$ cat src/rtl/ice40_ram_ctrl_if.sv
// Request/response stream bundle between user logic and ice40_ram_ctrl.
// Latency: none, wires only. Backpressure: req_ready stalls requests, rsp_ready stalls responses.
// Ports: master = user side (issues requests, consumes responses), slave = controller side.
interface ice40_ram_ctrl_if;
  logic        req_valid;
  logic        req_ready;
  logic        req_we;
  logic [7:0]  req_addr;
  logic [15:0] req_wdata;
  logic [15:0] req_mask;
  logic        rsp_valid;
  logic        rsp_ready;
  logic [15:0] rsp_data;

  modport master (
    output req_valid, req_we, req_addr, req_wdata, req_mask, rsp_ready,
    input  req_ready, rsp_valid, rsp_data
  );

  modport slave (
    input  req_valid, req_we, req_addr, req_wdata, req_mask, rsp_ready,
    output req_ready, rsp_valid, rsp_data
  );
endinterface

$ cat src/rtl/ice40_ram_ctrl.sv
// Front-end for one SB_RAM40_4K in 256x16 mode with an optional post-reset clear sweep.
// Latency: read accepted at edge t gives rsp_valid after edge t+1; writes produce no response.
// Backpressure: reads stall once FIFO occupancy plus the pending read would exceed 2; writes never stall.
// Ports: CLK/RESETN (sync, active-low), bus = request/response stream, busy = clear in progress,
//        RADDR/RE/RCLKE/WADDR/WDATA/MASK/WE/WCLKE drive the RAM, RDATA is its registered read data.
module ice40_ram_ctrl #(
  parameter bit          CLEAR_ON_RESET = 1'b1,
  parameter logic [15:0] CLEAR_VALUE    = 16'h0000
) (
  input  logic                  CLK,
  input  logic                  RESETN,
  ice40_ram_ctrl_if.slave       bus,
  output logic                  busy,
  output logic [10:0]           RADDR,
  output logic                  RE,
  output logic                  RCLKE,
  output logic [10:0]           WADDR,
  output logic [15:0]           WDATA,
  output logic [15:0]           MASK,
  output logic                  WE,
  output logic                  WCLKE,
  input  logic [15:0]           RDATA
);

  typedef enum logic {S_CLEAR, S_RUN} state_t;

  state_t      state, state_nxt;
  logic [7:0]  clr_cnt, clr_cnt_nxt;
  logic        rd_pend;
  logic        rd_acc;

  logic [15:0] fifo_mem [2];
  logic        wr_ptr, rd_ptr;
  logic [1:0]  count;
  logic        push, pop;
  logic [2:0]  occ;
  logic        can_read;

  // RDATA is valid exactly one cycle after the read strobe, so the delayed strobe is the push.
  assign push = rd_pend;
  assign pop  = bus.rsp_valid & bus.rsp_ready;

  // Reads in flight (in the RAM pipeline) count as occupied slots; a same-edge pop frees one.
  assign occ      = {1'b0, count} + {2'b00, rd_pend};
  assign can_read = occ < (3'd2 + {2'b00, pop});

  // Gated by RESETN so nothing is visible before the first reset edge flushes the FIFO.
  assign bus.rsp_valid = RESETN & (count != 2'd0);
  assign bus.rsp_data  = fifo_mem[rd_ptr];

  always_comb begin
    state_nxt     = state;
    clr_cnt_nxt   = clr_cnt;
    busy          = 1'b0;
    bus.req_ready = 1'b0;
    rd_acc        = 1'b0;
    RE            = 1'b0;
    RCLKE         = 1'b0;
    WE            = 1'b0;
    WCLKE         = 1'b0;
    RADDR         = {3'b000, bus.req_addr};
    WADDR         = {3'b000, bus.req_addr};
    WDATA         = bus.req_wdata;
    MASK          = bus.req_mask;

    if (RESETN) begin
      case (state)
        S_CLEAR: begin
          busy        = 1'b1;
          WE          = 1'b1;
          WCLKE       = 1'b1;
          WADDR       = {3'b000, clr_cnt};
          WDATA       = CLEAR_VALUE;
          MASK        = 16'h0000;
          clr_cnt_nxt = clr_cnt + 8'd1;
          if (clr_cnt == 8'hFF) state_nxt = S_RUN;
        end
        S_RUN: begin
          bus.req_ready = bus.req_we | can_read;
          if (bus.req_valid && bus.req_ready) begin
            if (bus.req_we) begin
              WE    = 1'b1;
              WCLKE = 1'b1;
            end else begin
              RE     = 1'b1;
              RCLKE  = 1'b1;
              rd_acc = 1'b1;
            end
          end
        end
        default: state_nxt = S_RUN;
      endcase
    end
  end

  always_ff @(posedge CLK) begin
    if (!RESETN) begin
      state   <= CLEAR_ON_RESET ? S_CLEAR : S_RUN;
      clr_cnt <= 8'd0;
      rd_pend <= 1'b0;
      wr_ptr  <= 1'b0;
      rd_ptr  <= 1'b0;
      count   <= 2'd0;
    end else begin
      state   <= state_nxt;
      clr_cnt <= clr_cnt_nxt;
      rd_pend <= rd_acc;
      if (push) wr_ptr <= ~wr_ptr;
      if (pop)  rd_ptr <= ~rd_ptr;
      count   <= count + {1'b0, push} - {1'b0, pop};
    end
  end

  // Data storage needs no reset; occupancy decides what is visible.
  always_ff @(posedge CLK) begin
    if (RESETN && push) fifo_mem[wr_ptr] <= RDATA;
  end

endmodule
$ cat src/flat_wrapper.sv
// flat-port wrapper written by rule: the top's interface ports become plain ports
module ice40_ram_ctrl_flat 
#(
  parameter bit          CLEAR_ON_RESET = 1'b1,
  parameter logic [15:0] CLEAR_VALUE    = 16'h0000
)
  (CLK, RESETN, busy, RADDR, RE, RCLKE, WADDR, WDATA, MASK, WE, WCLKE, RDATA, bus_req_valid, bus_req_we, bus_req_addr, bus_req_wdata, bus_req_mask, bus_rsp_ready, bus_req_ready, bus_rsp_valid, bus_rsp_data);
  ice40_ram_ctrl_if bus_i ();
  input  logic CLK;
  input  logic RESETN;
  output logic busy;
  output logic [10:0] RADDR;
  output logic RE;
  output logic RCLKE;
  output logic [10:0] WADDR;
  output logic [15:0] WDATA;
  output logic [15:0] MASK;
  output logic WE;
  output logic WCLKE;
  input  logic [15:0] RDATA;
  input wire logic [$bits(bus_i.req_valid)-1:0] bus_req_valid;
  input wire logic [$bits(bus_i.req_we)-1:0] bus_req_we;
  input wire logic [$bits(bus_i.req_addr)-1:0] bus_req_addr;
  input wire logic [$bits(bus_i.req_wdata)-1:0] bus_req_wdata;
  input wire logic [$bits(bus_i.req_mask)-1:0] bus_req_mask;
  input wire logic [$bits(bus_i.rsp_ready)-1:0] bus_rsp_ready;
  output wire logic [$bits(bus_i.req_ready)-1:0] bus_req_ready;
  output wire logic [$bits(bus_i.rsp_valid)-1:0] bus_rsp_valid;
  output wire logic [$bits(bus_i.rsp_data)-1:0] bus_rsp_data;
  assign bus_i.req_valid = bus_req_valid;
  assign bus_i.req_we = bus_req_we;
  assign bus_i.req_addr = bus_req_addr;
  assign bus_i.req_wdata = bus_req_wdata;
  assign bus_i.req_mask = bus_req_mask;
  assign bus_i.rsp_ready = bus_rsp_ready;
  assign bus_req_ready = bus_i.req_ready;
  assign bus_rsp_valid = bus_i.rsp_valid;
  assign bus_rsp_data = bus_i.rsp_data;
  ice40_ram_ctrl #(.CLEAR_ON_RESET(CLEAR_ON_RESET), .CLEAR_VALUE(CLEAR_VALUE)) u_core (.CLK(CLK), .RESETN(RESETN), .bus(bus_i), .busy(busy), .RADDR(RADDR), .RE(RE), .RCLKE(RCLKE), .WADDR(WADDR), .WDATA(WDATA), .MASK(MASK), .WE(WE), .WCLKE(WCLKE), .RDATA(RDATA));
endmodule
$ cat config.mk
export PLATFORM = sky130hd
export DESIGN_NAME = ice40_ram_ctrl_flat
export DESIGN_NICKNAME = d
export VERILOG_FILES = /design/src/rtl/ice40_ram_ctrl_if.sv /design/src/rtl/ice40_ram_ctrl.sv /design/src/flat_wrapper.sv
export SDC_FILE = /design/constraint.sdc
export NUM_CORES = 1
export LEC_CHECK = 0
export ABC_AREA = 1
export CAP_MARGIN = 20
export CORE_UTILIZATION = 55
export CTS_BUF_LIST = sky130_fd_sc_hd__clkbuf_4
export DETAILED_ROUTE_END_ITERATION = 8
export DONT_BUFFER_PORTS = 1
export PLACE_DENSITY = 0.66
export SETUP_SLACK_MARGIN = 0.05
export SKIP_LAST_GASP = 1
export SLEW_MARGIN = 20
export SYNTH_ARGS = -nofsm -noshare
export SYNTH_HDL_FRONTEND = slang
export SYNTH_SLANG_ARGS = --single-unit
$ cat constraint.sdc
create_clock -name CLK -period 2.42 [get_ports CLK]
set_clock_uncertainty 0.1 [all_clocks]
set_input_delay 0.484 -clock CLK [delete_from_list [all_inputs] [get_ports CLK]]
set_output_delay 0.484 -clock CLK [all_outputs]
set_load 0.03 [all_outputs]
# Yosys cells after proc, flatten, opt, wreduce, memory -nomap -nowiden
# Memory sizes are Yosys's and may differ from the RTL's. A register that Yosys moved wholly into a read port is not among the register bits.
# Index checks and enable logic that the tools add are counted.
[classes]
addsub = 5
magnitude_cmp = 1
eq_ne = 1
n_mux = 24
bitwise = 6
n_reduce_logical = 3
[op_table]
columns = ["op", "count"]
rows = [
  ["two-way mux 16 bit", 4],
  ["two-way mux 1 bit", 17],
  ["two-way mux 11 bit", 1],
  ["adder 8 x 1 -> 8 bit, second input constant", 1],
  ["equality test 8 bit, second input constant", 1],
  ["two-way mux 8 bit", 1],
  ["adder 2 x 1 -> 3 bit", 1],
  ["adder 2 x 1 -> 3 bit, first input constant", 1],
  ["less-than comparator 3 bit", 1],
  ["NOT 1 bit", 3],
  ["adder 2 x 1 -> 2 bit", 1],
  ["bitwise AND 1 bit", 2],
  ["logical AND 1 bit", 2],
  ["one-hot mux 1 bit (2 select lines)", 1],
  ["nonzero test 2 bit", 1],
  ["subtractor 2 x 1 -> 2 bit", 1],
  ["OR 1 bit", 1],
]
[word_totals]
regBits = 14
mem_bits_rw = 32
in_bits = 61
n_memories = 1
[mem_list]
columns = ["name", "depth", "word_bits", "rd", "rd_clocked_by_memory_dff", "wr", "line_no", "rtl"]
rows = [
  ["u_core.fifo_mem", 2, 16, 1, 1, 1, "ice40_ram_ctrl.sv:32", "logic [15:0] fifo_mem [2];"],
]

# Longest topological paths before layout
# Gate-level depths: netlist (run 1).
[logic_depth]
ltp_word = 10
ltp_mapped = 10
ltp_nobuf = 10

# Worst setup path before layout (run 1)
# Ideal clock, no wire load.
[synth_path]
kind = "register -> output"
startpoint = "register u_core.rd_pend, in the netlist u_core.push"
endpoint = "output RE"
t_arrival_ns = 1.688
required_time_ns = 1.836
setup_slack_ns = 0.148
path_stages_with_launch = 9
path_buffers = 1
cell_sequence = "dfxtp_1 ha_1 ha_1 nand2_1 nand2_1 nand2_1 nand2_1 nor2_1 buf_4"
[synth_between]
elab_chain_len = 7
[synth_lines]
columns = ["element", "line_no", "rtl"]
rows = [
  ["from (decl)", "ice40_ram_ctrl.sv:29", "logic rd_pend;"],
  ["from (signal assigned)", "ice40_ram_ctrl.sv:107", "rd_pend <= rd_acc;"],
  ["adder 2 x 1 -> 3 bit", "ice40_ram_ctrl.sv:44", "assign occ = {1'b0, count} + {2'b00, rd_pend};"],
  ["less-than comparator 3 bit", "ice40_ram_ctrl.sv:45", "assign can_read = occ < (3'd2 + {2'b00, pop});"],
  ["OR 1 bit", "ice40_ram_ctrl.sv:79", "bus.req_ready = bus.req_we | can_read;"],
  ["logical AND 1 bit", "ice40_ram_ctrl.sv:80", "if (bus.req_valid && bus.req_ready) begin"],
  ["two-way mux 1 bit (3 in a row)", "--", ""],
  ["to (decl)", "flat_wrapper.sv:13", "output logic RE;"],
]
# Every way passes these cells.

# Worst setup path after layout (run 1)
[layout_path]
startpoint = "register u_core.rd_pend, in the netlist u_core.push"
endpoint = "output RCLKE"
[layout_between]
elab_chain_len = 7
[layout_lines]
columns = ["element", "line_no", "rtl"]
rows = [
  ["adder 2 x 1 -> 3 bit", "ice40_ram_ctrl.sv:44", ""],
  ["less-than comparator 3 bit", "ice40_ram_ctrl.sv:45", ""],
  ["OR 1 bit", "ice40_ram_ctrl.sv:79", ""],
  ["logical AND 1 bit", "ice40_ram_ctrl.sv:80", ""],
  ["two-way mux 1 bit (3 in a row)", "--", ""],
  ["to (decl)", "flat_wrapper.sv:14", "output logic RCLKE;"],
]
# Every way passes these cells.

==> results of run 1 <==
-- report_power, final --
part / total, W / leakage (nW) / switching (W) / internal (W)
Sequential: 0.000865 / 0.409 / 0.00000466 / 0.000860
Combinational: 0.000204 / 0.787 / 0.000146 / 0.0000585
Clock: 0.000361 / 0.0288 / 0.000249 / 0.000112
-- state kept, by name, summed over array words and instances (netlist names), named ones only --
register,flops
u_core.state,1
u_core.wr_ptr,1
u_core.clr_cnt,8
u_core.rd_ptr,1
u_core.push,1
u_core.count,2
u_core.fifo_mem,32
-- area by class of cell --
| class | count | area, µm² |
|---|---|---|
| Fill cell | 337 | 1410 |
| Sequential cell | 47 | 1260 |
| Multi-Input combinational cell | 135 | 793 |
| Timing Repair Buffer | 38 | 289 |
| Inverter | 55 | 209 |
| Tap cell | 50 | 62.6 |
| Clock buffer | 5 | 37.5 |
| Clock inverter | 3 | 20.0 |
-- metrics by stage --
stage	worst slack, ns	utilization (%)
3_5_place_dp	0.482	63.8
2_1_floorplan	0.148	-
3_3_place_gp	0.499	63.8
4_1_cts	0.0971	65.2
5_1_grt	0.0593	65.4
6_report	0.160	65.4
-- cell families after synthesis --
| group | count (synthesis) |
|---|---|
| muxes | 16 |
| buffers and inverters | 78 |
| adders and majority gates | 5 |
| and+or+nand+nor | 86 |
| other | 1 |
| DFF | 47 |
| xor gates and xnor gates | 2 |
| AOI/OAI and AO/OA | 20 |
-- synth_stat cells (all sizes together) --
| library cell | count | share of area, % |
|---|---|---|
| mux2 | 16 | 7.5 |
| edfxtp | 32 | 40 |
| nand3 | 1 | 0.21 |
| ha | 5 | 2.6 |
| xor2 | 1 | 0.37 |
| inv | 55 | 8.7 |
| nor3 | 1 | 0.21 |
| nor3b | 1 | 0.52 |
| buf | 23 | 6.7 |
| o21ai | 13 | 2.7 |
| nand2 | 34 | 6.1 |
| a21oi | 7 | 1.8 |
| xnor2 | 1 | 0.37 |
| nand4 | 4 | 1.0 |
| conb | 1 | 0.16 |
| nor2 | 44 | 8.2 |
| dfxtp | 15 | 13 |
| and3 | 1 | 0.26 |
-- timing repair --
item                       CTS  global route
setup endpoints to repair    0             2
hold endpoints to repair     0             0
resized for setup            0             3
-- path summary, 6_finish.rpt --
path	from	to	slack, ns
max	u_core.push	RCLKE	0.16
min	RDATA[13]	u_core.fifo_mem[0][13]	0.11
max reg2reg	u_core.count[1]	u_core.count[1]	0.73
min reg2reg	u_core.clr_cnt[6]	u_core.clr_cnt[7]	0.38
-- critical path, stage by stage (launching register included) --
cell and delay (ns):
dfxtp_2 0.36, ha_1 0.19, ha_1 0.26, nand2_1 0.06
nand2_1 0.04, nand2_1 0.05, nand2_1 0.07, nor2_2 0.10
buf_6 0.18
-- layer usage --
| metal | vias to the layer above | wire length (µm) |
|---|---|---|
| met5 | - | 0 |
| met2 | 74 | 2160 |
| met3 | 2 | 417 |
| met1 | 705 | 1740 |
| met4 | 0 | 27 |
| li1 | 832 | - |
==> flow_summary.yaml, run 1 <==
die:
  rows: 23
  io_pins: 138
  initial_utilization_pct: 58.7
  dieArea_um2: 4630
  die_x_um: 68.0
  design.core.area_um2: 4090
  dieHeight_um: 68.0
pwr:
  leakage_nw: 1.23
  power.density_nw_per_um2: 535
  power.total_w: 0.00143
  vdd_drop_max_v: 0.000409
worst_hold_path:
  hold_path.class: "input pin to register"
  whs_path_depth: 0
grt:
  overflow: 0
  use_met1_pct: 19.9
  antenna_found_initial: 0
  met3_usage_pct: 7.17
  grt_max_degree: 26
  grt_pass1_vias: 1290
  top_usage_layer: "met2"
  grt_util_met2_pct: 31.5
  grt_pass1_wl_um: 6020
  grt_use_total_pct: 18.1
critical_path:
  cp-end-kind: "primary output"
  rr_worst_depth: 10
  crit_arrival_ns: 1.68
  cp_max_fo: 4
  critPathKind: "register to primary output"
  crit_required_ns: 1.84
  start_kind: "register"
clocking:
  cts_tree: "built"
  clockBufferDepth: 2
  root_buffer: "clkbuf_4"
  htreeDepth: 2
  postCtsSetupRepairBufs: 0
  clock-sinks: 47
  clk_latency_ns: 0.35
  path_clk_slew_ns: 0.15
  numCtsBuffers: 5
  hold_buffers: 0
placement:
  port_buffers: 0
  gp_congestion: 0.794
  place_area_um2: 2610
  hpwl_um: 3350
  placed_cells: 325
sta:
  setup_violations: 0
  hold_viol_final: 0
  timing.final.crit_period_ns: 2.26
  drv_slew: 0
  rsz0062_at_grt: "false"
  worst_slew_margin_rel_pct: 62.8
  period_share_pct: 93.4
  fmax_ghz: 0.443
  finalSetupTns_ns: 0
  tightest_slew_ns: 0.555
  holdWs_ns: 0.108
route:
  num_vias: 1613
  wl_per_cell_um: 13.1
  drt_iter0_drc: 62
  drtPass1Iterations: 4
  wirelength_um: 4350
  vias_per_cell: 4.84
  route.detailed.drc: 0
  antenna_left: 0
final_layout:
  antennaDiodeCount: 0
  final_common_cell: "inv_1"
  mostFrequentLayoutCells: "inv_1, nor2_1, buf_4"
  nNetsFinal: 348
  drive_gt1_share_pct: 26.9
  synthToLayoutAreaGrowth_pct: 11.5
  stdcell_count: 333
  design_area_um2: 2670
logic_synthesis:
  synth_warnings: 0
  ys_ff_latch: 47
  synth_seq_area_share_pct: 52.6
  syn_inst: 255
  synth.avg_cell_area_um2: 9.41
  synth_area_um2: 2400
  ys_types: 28
  synth.mux.area_fraction_pct: 7.51
  synth_compound_gate_area_share_pct: 4.49
  yosys.area_share.simple_pct: 16.5
  synthAdderAreaFrac_pct: 2.61
  synth_top_family_by_area: "simple AND/OR/NAND/NOR gates"
  yosys.area_share.xor_xnor_pct: 0.730
outcome:
  status: "complete, no violations"
run:
  cap_violations: 0
Power figures use the tool's default switching activity.
==> run 2, diff against run 1 <==
--- a/config.mk
+++ b/config.mk
@@ -7,11 +7,12 @@
 export LEC_CHECK = 0
 export ABC_AREA = 1
 export CAP_MARGIN = 20
-export CORE_UTILIZATION = 55
+export CORE_ASPECT_RATIO = 1.25
+export CORE_UTILIZATION = 37
 export CTS_BUF_LIST = sky130_fd_sc_hd__clkbuf_4
 export DETAILED_ROUTE_END_ITERATION = 8
 export DONT_BUFFER_PORTS = 1
-export PLACE_DENSITY = 0.66
+export PLACE_DENSITY = 0.47
 export SETUP_SLACK_MARGIN = 0.05
 export SKIP_LAST_GASP = 1
 export SLEW_MARGIN = 20
==> flow_summary.yaml, run 2 (synthesis results as in run 1) <==
clocking:
  clock-sinks: 47
  cts_tree: "built"
  clk_latency_ns: 0.35
  htreeDepth: 2
  hold_buffers: 0
  numCtsBuffers: 5
  clockBufferDepth: 2
  path_clk_slew_ns: 0.14
  root_buffer: "clkbuf_4"
final_layout:
  top_register: "u_core.fifo_mem"
  final_common_cell: "inv_1"
  drive_gt1_share_pct: 23.1
  synthToLayoutAreaGrowth_pct: 10.4
  antennaDiodeCount: 0
  mostFrequentLayoutCells: "inv_1, nor2_1, edfxtp_1"
  design_area_um2: 2650
  top_regs: "u_core.fifo_mem: 32 flops, u_core.clr_cnt: 8 flops, u_core.count: 2 flops"
  post-route-util_pct: 42.7
  largest_reg_flops: 32
  fillers: 618
  nNetsFinal: 329
die:
  die_x_um: 74.0
  design.core.area_um2: 6210
  initial_utilization_pct: 38.6
  dieHeight_um: 92.0
  io_pins: 138
  rows: 32
  dieArea_um2: 6810
sta:
  worst_slew_margin_rel_pct: 62.3
  hold_viol_final: 0
  finalSetupTns_ns: 0
  setup_violations: 0
  period_share_pct: 94.4
  rsz0062_at_grt: "true"
  tightest_slew_ns: 0.563
  drv_slew: 0
  fmax_ghz: 0.438
  timing.final.crit_period_ns: 2.28
pwr:
  power_frac_seq_pct: 53.5
  power.density_nw_per_um2: 610
  switchingPower_w: 0.000385
  pwr-share-clk_pct: 35.5
  netSwitchingFraction_pct: 23.8
  p_comb_share_pct: 11.0
  leakage_nw: 1.15
  internal_power_w: 0.00123
  vdd_drop_max_v: 0.000221
route:
  drtPass1Iterations: 4
  drt_iter0_drc: 78
  antenna_left: 0
  wirelength_um: 4320
  num_vias: 1503
  vias_per_cell: 4.31
  wl_per_cell_um: 12.4
  route.detailed.drc: 0
critical_path:
  startpoint: "u_core.state"
  crit_path_max_incr_delay_ns: 0.53
  path_delay_family: "simple AND/OR/NAND/NOR gates"
  start_kind: "register"
  r2r_start: "u_core.count[1]"
  cp_max_fo: 27
  crit_arrival_ns: 1.70
  cp-end-kind: "primary output"
  cp_num_buf_inv: 1
  crit_slowest_cell: "dfxtp_1"
  crit_required_ns: 1.84
  crit_chain: "nor2_8, buf_4, nor2_1"
  critPathKind: "register to primary output"
placement:
  place_area_um2: 2500
  port_buffers: 0
  gp_congestion: 0.812
  hpwl_um: 3200
grt:
  grt_max_degree: 28
  antenna_found_initial: 0
  overflow: 0
  grt_use_total_pct: 12.5
  grt_pass1_vias: 1347
  grt_pass1_wl_um: 6480
worst_hold_path:
  min_from: "RDATA[5]"
  hold_path.class: "input pin to register"
run:
  cap_violations: 0
outcome:
  status: "complete, no violations"
==> run 2: through the flow <==
| stage | hold WS, ns | worst slack [ns] | instances | total power, W |
|---|---|---|---|---|
| 2_1_floorplan | 0.344 | 0.148 | 260 | 0.00107 |
| 3_3_place_gp | 0.360 | 0.480 | 340 | 0.00106 |
| 3_5_place_dp | 0.361 | 0.481 | 340 | 0.00106 |
| 4_1_cts | 0.0989 | 0.0653 | 348 | 0.00163 |
| 5_1_grt | 0.0854 | 0.0244 | 349 | 0.00168 |
| 6_report | 0.118 | 0.137 | 349 | 0.00162 |
==> run 2: worst paths after layout <==
path	endpoint	slack, ns	cells after the start
min	u_core.fifo_mem[0][5]	0.12	0
min reg2reg	u_core.wr_ptr	0.38	2
max	MASK[0]	0.14	3
max reg2reg	u_core.count[1]	0.71	10
==> run 2: timing repair <==
item / 4_1_cts / 5_1_grt
endpoints found under the setup margin: 0 / 25
gates resized for setup: 0 / 8
buffers inserted: 0 / 1
==> run 2: worst reg2reg max path, stage by stage (launching register included) <==
cell and delay (ns):
dfxtp_1 0.44, inv_1 0.09, a21oi_2 0.13, nand2_1 0.09, inv_1 0.06, ha_1 0.22
inv_1 0.05, ha_1 0.14, xnor2_1 0.13, o21ai_0 0.10, a21oi_1 0.11
==> run 2: per-layer routing <==
| layer | global-route usage (%) | routed length, µm | share of wire, % | vias up |
|---|---|---|---|---|
| met5 | 0 | 0 | 0 | - |
| met4 | 5.29 | 86 | 2.0 | 0 |
| met3 | 3.74 | 309 | 7.2 | 8 |
| met2 | 20.5 | 2030 | 47 | 55 |
| met1 | 15.0 | 1890 | 44 | 656 |
| li1 | - | - | - | 784 |
==> run 2: layout make-up <==
| class | instances | area [µm²] | area share (%) |
|---|---|---|---|
| repair buffers | 19 | 150 | 5.67 |
| clock inverters | 2 | 60.1 | 2.27 |
| multi-input cells | 135 | 816 | 30.8 |
| flip-flops and latches | 47 | 1260 | 47.7 |
| well taps | 85 | 106 | 4.02 |
| inverters | 55 | 209 | 7.89 |
| clock buffers | 6 | 45.0 | 1.70 |
==> run 2: power groups by stage <==
stage               registers (W)  clock network [W]  logic (W)
floorplan                0.000882                  0   0.000189
global placement         0.000883                  0   0.000178
detailed placement       0.000883                  0   0.000178
CTS                      0.000865           0.000591   0.000178
global route             0.000866           0.000620   0.000190
finish                   0.000865           0.000573   0.000178
